===== config.mk =====
export PLATFORM = sky130hd
export DESIGN_NAME = axi_clip_detect
export DESIGN_NICKNAME = d
export VERILOG_FILES = /design/src/rtl/axi_clip_detect.sv
export SDC_FILE = /design/constraint.sdc
export NUM_CORES = 1
export LEC_CHECK = 0
export CORE_UTILIZATION = 45
export CTS_CLUSTER_SIZE = 40
export DETAILED_ROUTE_END_ITERATION = 6
export PLACE_DENSITY = 0.75
export SLEW_MARGIN = 20
export SYNTH_ARGS = -nofsm -noshare
export SYNTH_HDL_FRONTEND = slang
export SYNTH_SLANG_ARGS = --single-unit

===== constraint.sdc =====
create_clock -name clk -period 4.98 [get_ports clk]
set_input_delay 0.747 -clock clk [delete_from_list [all_inputs] [get_ports clk]]
set_output_delay 0.747 -clock clk [all_outputs]
set_load 0.02 [all_outputs]

===== src/rtl/axi_clip_detect.sv =====
// Receive-side clip detector: sign-extends a narrow AXI-stream sample stream
// and reports, per packet, how many samples sat exactly at a saturation code.
module axi_clip_detect #(
    parameter int WIDTH_IN  = 16,
    parameter int WIDTH_OUT = 24,
    parameter int CNT_WIDTH = 16
) (
    input  logic                 clk,
    input  logic                 reset,
    input  logic [WIDTH_IN-1:0]  i_tdata,
    input  logic                 i_tlast,
    input  logic                 i_tvalid,
    output logic                 i_tready,
    output logic [WIDTH_OUT-1:0] o_tdata,
    output logic                 o_tlast,
    output logic                 o_tvalid,
    input  logic                 o_tready,
    output logic [CNT_WIDTH-1:0] s_tdata,
    output logic                 s_tvalid,
    input  logic                 s_tready,
    output logic                 clip_sticky,
    input  logic                 clear_sticky
);

    localparam logic [WIDTH_IN-1:0]  POS_MAX = {1'b0, {(WIDTH_IN-1){1'b1}}};
    localparam logic [WIDTH_IN-1:0]  NEG_MIN = {1'b1, {(WIDTH_IN-1){1'b0}}};
    localparam logic [CNT_WIDTH-1:0] CNT_MAX = '1;
    localparam logic [CNT_WIDTH-1:0] CNT_ONE = 1;

    if (WIDTH_OUT < WIDTH_IN) begin : g_width_check
        $error("axi_clip_detect: WIDTH_OUT must be >= WIDTH_IN");
    end

    logic [WIDTH_OUT-1:0] ext_data;

    // A zero-width replication is illegal, so equal widths take a plain copy.
    if (WIDTH_OUT == WIDTH_IN) begin : g_no_ext
        assign ext_data = i_tdata;
    end else begin : g_ext
        assign ext_data = {{(WIDTH_OUT-WIDTH_IN){i_tdata[WIDTH_IN-1]}}, i_tdata};
    end

    logic                 o_tvalid_q, o_tvalid_d;
    logic [WIDTH_OUT-1:0] o_tdata_q,  o_tdata_d;
    logic                 o_tlast_q,  o_tlast_d;
    logic                 s_tvalid_q, s_tvalid_d;
    logic [CNT_WIDTH-1:0] s_tdata_q,  s_tdata_d;
    logic [CNT_WIDTH-1:0] cnt_q,      cnt_d;
    logic                 sticky_q,   sticky_d;

    logic                 clip;
    logic                 ready;
    logic                 accept;
    logic [CNT_WIDTH-1:0] cnt_inc;

    always_comb begin
        clip    = (i_tdata == POS_MAX) | (i_tdata == NEG_MIN);
        // A last beat may only enter when the status slot can take its count.
        ready   = (~o_tvalid_q | o_tready) & (~i_tlast | ~s_tvalid_q | s_tready);
        accept  = i_tvalid & ready;
        cnt_inc = (cnt_q == CNT_MAX) ? cnt_q : (cnt_q + (clip ? CNT_ONE : '0));
    end

    always_comb begin
        o_tvalid_d = o_tvalid_q;
        o_tdata_d  = o_tdata_q;
        o_tlast_d  = o_tlast_q;
        s_tvalid_d = s_tvalid_q;
        s_tdata_d  = s_tdata_q;
        cnt_d      = cnt_q;
        sticky_d   = sticky_q;

        if (o_tvalid_q & o_tready) begin
            o_tvalid_d = 1'b0;
        end
        if (s_tvalid_q & s_tready) begin
            s_tvalid_d = 1'b0;
        end

        if (accept) begin
            o_tvalid_d = 1'b1;
            o_tdata_d  = ext_data;
            o_tlast_d  = i_tlast;
            if (i_tlast) begin
                s_tvalid_d = 1'b1;
                s_tdata_d  = cnt_inc;
                cnt_d      = '0;
            end else begin
                cnt_d      = cnt_inc;
            end
        end

        if (accept & clip) begin
            sticky_d = 1'b1;
        end else if (clear_sticky) begin
            sticky_d = 1'b0;
        end
    end

    always_ff @(posedge clk or posedge reset) begin
        if (reset) begin
            o_tvalid_q <= 1'b0;
            o_tdata_q  <= '0;
            o_tlast_q  <= 1'b0;
            s_tvalid_q <= 1'b0;
            s_tdata_q  <= '0;
            cnt_q      <= '0;
            sticky_q   <= 1'b0;
        end else begin
            o_tvalid_q <= o_tvalid_d;
            o_tdata_q  <= o_tdata_d;
            o_tlast_q  <= o_tlast_d;
            s_tvalid_q <= s_tvalid_d;
            s_tdata_q  <= s_tdata_d;
            cnt_q      <= cnt_d;
            sticky_q   <= sticky_d;
        end
    end

    assign i_tready    = ready;
    assign o_tvalid    = o_tvalid_q;
    assign o_tdata     = o_tdata_q;
    assign o_tlast     = o_tlast_q;
    assign s_tvalid    = s_tvalid_q;
    assign s_tdata     = s_tdata_q;
    assign clip_sticky = sticky_q;

endmodule

Word-level counts from Yosys, hierarchy flattened
Cells that the tools add are included.

word-level totals
  flip-flop bits (word level) = 52
  input port bits = 23
  output and inout bits = 45
  logic and storage cells = 36

cells by class
  add/subtract/negate cells = 1
  eq/ne operators = 3
  mux-type cells = 10
  bitwise logic cells = 12
  reduce and logical (&&, ||, !) cells = 3

operators by type and width
  operator                                               count
  equality test 16 bit, second input constant            2
  2-to-1 mux 16 bit                                      2
  adder 16 x 1 -> 16 bit                                 1
  equality test 16 x 15 -> 1 bit, second input constant  1
  2-to-1 mux 1 bit                                       8
  AND 1 bit                                              5
  bitwise OR 1 bit                                       4
  nonzero test 2 bit                                     2
  inverter 1 bit                                         3
  AND reduction 2 bit                                    1

Longest topological paths before layout
  depth in word-level cells = 7
  mapped depth = 10
  gate-level depth less buffers = 10

Worst setup path after synthesis
OpenSTA, ideal clock, no wires.

  path type = input port to flip-flop
  start = in i_tdata[2]
  end = reg cnt_q[14]
  arrival = 3.046 ns
  required time = 4.861 ns
  path slack = 1.815 ns
  stages = 10
  path buffers = 0
  path through = nand4_1 -> or4b_2 -> o31ai_1 -> ha_1 -> ha_1 -> nand3_1 -> nor2_1 -> and3_1 -> o21ai_0 -> a21o_2

between the ends
  cells in the longest elaborated chain, start to end = 6

ends and longest elaborated chain
  element                                                                        line  RTL
  from (decl)                                                                    10    input logic [WIDTH_IN-1:0] i_tdata,
  equality test 16 x 15 -> 1 bit / equality test 16 bit (equally long branches)  57    clip = (i_tdata == POS_MAX) | (i_tdata == NEG_MIN);
  bitwise OR 1 bit (*)                                                           57
  2-to-1 mux 1 bit (*)                                                           61    cnt_inc = (cnt_q == CNT_MAX) ? cnt_q : (cnt_q + (clip ? CNT_ONE : '0));
  adder 16 x 1 -> 16 bit (*)                                                     61
  2-to-1 mux 16 bit (*)                                                          61
  2-to-1 mux 16 bit (*)                                                          84    if (i_tlast) begin
  to (signal assigned)                                                           115   cnt_q <= cnt_d;
  to (decl)                                                                      48    logic [CNT_WIDTH-1:0] cnt_q, cnt_d;

Mark *: on every way between the ends. The rest lies on a longest branch, timed or not.
A chain may end at the register's enable or synchronous reset.

Worst setup path after layout
  start = in i_tdata[2]
  end = reg cnt_q[8]

The elaborated chain is that of the path after synthesis.

==> results.yml <==
sta:
  fin_crit_sh_pct: 75.29
  skew_ns: 0.006761
  maxSlewViolCount: 0
  fin_setup_tns_ns: 0
  setup_viol: 0
  layout_min_cycle_time_ns: 3.749
  worst_pin_slew_ns: 0.7423
  rsz0062_at_grt: "false"
  fmaxAchievable_mhz: 266.7
  hold_violations: 0
  max-slew-margin-rel_pct: 50.22
clocking:
  cts.sinks: 52
  postCtsResizedCells: 0
  root_buffer: "clkbuf_8"
  cts_buffers: 5
  htree_levels: 2
  clock_path_buffers: 2
  cts_setup_buffers: 0
  ctsHoldBuffers: 0
  clk-insertion-delay-late_ns: 0.31
  cts_tree: "done"
  path_clk_slew_ns: 0.09
logic_synthesis:
  ys_seq_area_share_pct: 49.67
  synth.top_cell.area_share_pct: 49.67
  ys_top_cells_by_area: "dfrtp_1, nand2_1, o21ai_0"
  ys_ff_latch: 52
  syn_nets: 310
  netlist_area_mm2: 0.002620
  ys_types: 45
  syn_area_per_cell_um2: 9.193
  syn_inst: 285
  synth_warnings: 0
  yosysTopAreaCell: "dfrtp_1"
worst_setup_path:
  cp-start-kind: "primary input"
  path_class: "primary input to register"
  crit_arrival_ns: 3.98
  crit_start: "i_tdata[2]"
  cp.required_ns: 5.21
  crit_fanout: 7
  critPathCaptureType: "register"
  r2r_start: "cnt_q[12]$_DFFE_PP0P_"
cells_and_area:
  num-nets-final: 364
  layout_common_cells: "nand2_1, clkdlybuf4s50_1, dfrtp_1"
  drive_gt1_share_pct: 7.059
  diodes: 0
  area_growth_pct: 28.03
  final_common_cell: "nand2_1"
  fillers: 488
pwr:
  p_per_area_mw_per_mm2: 293.8
  p_comb_share_pct: 21.0
  intPower_uw: 716.9
  power_uw: 985.6
  seq_power_share_pct: 47.0
  power_leakage_uw: 0.001491
  ir_worst_vdd_mv: 0.1792
  swShare_pct: 27.27
  switchingPower_uw: 268.8
  clkPwrFrac_pct: 32.0
floorplanning:
  dieArea_mm2: 0.006132
  coreArea_mm2: 0.005574
  start_util_pct: 47.00
  io_pins: 68
  fp.dieW_um: 78.31
  dieHeight_um: 78.31
  rows: 27
detailed_routing:
  vias: 2208
  ant_nets: 0
  first_pass_iters: 4
  post-route-drc-count: 0
  routed_wl_um: 5928
  drt-wirelength-per-cell_um: 14.39
  vias_per_cell: 5.359
  drt-initial-drc-count: 146
global_routing:
  grt.overflow.total: 0
  antenna_found_initial: 0
  grt_usage_pct: 20.74
  grt_pass1_vias: 2118
  grt_pass1_wl_um: 9949
  grt_max_degree: 53
run_status:
  status: "complete, no violations"
place:
  hpwl_um: 4186
  place_congestion: 0.8476
  portBuffers: 67
hold_path:
  hold_class: "register to register"
  min-delay-start: "o_tdata[12]$_DFFE_PP0P_"
job:
  cap_violations: 0
[critical path, cell delays in order]
cell	delay [ns]
clkdlybuf4s50_1	0.50
nand4_1	0.10
or4b_2	0.61
o31ai_1	0.38
ha_1	0.26
ha_1	0.25
nand3_1	0.12
nor2_1	0.36
nand4_1	0.24
or3_1	0.35
o21ai_0	0.07
[final cells by class]
class	instances	area [um2]	area share (%)
Timing Repair Buffer	71	700.7	20.89
Inverter	5	18.77	0.5595
Tap cell	72	90.09	2.686
Multi-Input combinational cell	204	1117	33.31
Sequential cell	52	1301	38.79
Clock buffer	7	96.34	2.872
Clock inverter	1	30.03	0.8952
[cell families (layout without fill, tap and decap cells)]
group	count (synthesis)	count (layout)	synth area share (%)
buf+inv	29	84	7.688
fa+ha+maj	2	2	0.9550
xor+xnor	8	8	2.674
flops	52	52	49.67
compound gates	59	59	14.28
simple gates	135	135	24.74
[power groups by stage]
stage | logic, uW | clock network, uW | registers [uW]
2_1_floorplan | 82.8 | 0 | 501
3_3_place_gp | 207 | 0 | 470
3_5_place_dp | 209 | 0 | 470
4_1_cts | 210 | 322 | 463
5_1_grt | 222 | 341 | 467
6_report | 207 | 316 | 463
[Yosys cell counts, drive strengths merged]
cell    number
o21ai       23
clkbuf      10
nor2        11
and2         2
nor4b        1
o211a        1
nand3       13
and3         8
a211oi       3
xor2         7
xnor2        1
nor3         2
o31ai       10
dfrtp       52
ha           2
a22o         2
a31oi        6
o311ai       1
buf         13
a21o         3
nand2b       2
and4         1
bufbuf       1
nor4         4
nand3b       1
nand4        8
o211ai       1
a31o         1
a21oi        7
nor3b        2
or4b         1
nand2       76
o21bai       1
or3          3
inv          5
[stage by stage]
stage | utilization [%] | instances | setup WS (ns) | cell area (um2) | hold WS [ns]
4_1_cts | 60.18 | 412 | 1.239 | 3354 | 0.4847
5_1_grt | 60.18 | 412 | 0.9633 | 3354 | 0.5131
3_5_place_dp | 57.91 | 404 | 0.9249 | 3228 | 0.4624
6_report | 60.18 | 412 | 1.231 | 3354 | 0.4818
3_3_place_gp | 57.91 | 404 | 1.066 | 3228 | 0.4570
2_1_floorplan | - | 285 | 1.815 | 2620 | 0.4778
[final timing paths]
kind	end	cells after the start	slack (ns)
worst max-delay path	cnt_q[8]$_DFFE_PP0P_	11	1.23
worst min-delay path	o_tdata[12]$_DFFE_PP0P_	2	0.48
worst max register to register	cnt_q[14]$_DFFE_PP0P_	5	2.94
worst min register to register	o_tdata[12]$_DFFE_PP0P_	2	0.48
max in group asynchronous	s_tdata[4]$_DFFE_PP0P_	3	3.59
min in group asynchronous	cnt_q[14]$_DFFE_PP0P_	3	0.94
[sequential cells by signal, summed over array words and instances (netlist names)]
name,cells
clip_sticky,1
cnt_q,16
o_tdata,16
o_tlast,1
o_tvalid,1
s_tdata,16
s_tvalid,1
[layer usage]
layer / track usage, % / vias up / routed length, um
li1: - / 1088 / -
met5: 0 / - / 0
met3: 6.395 / 10 / 450
met1: 25.81 / 1031 / 2631
met2: 34.47 / 79 / 2743
met4: 6.296 / 0 / 102
Note: power is estimated with default switching activity, not from simulation.
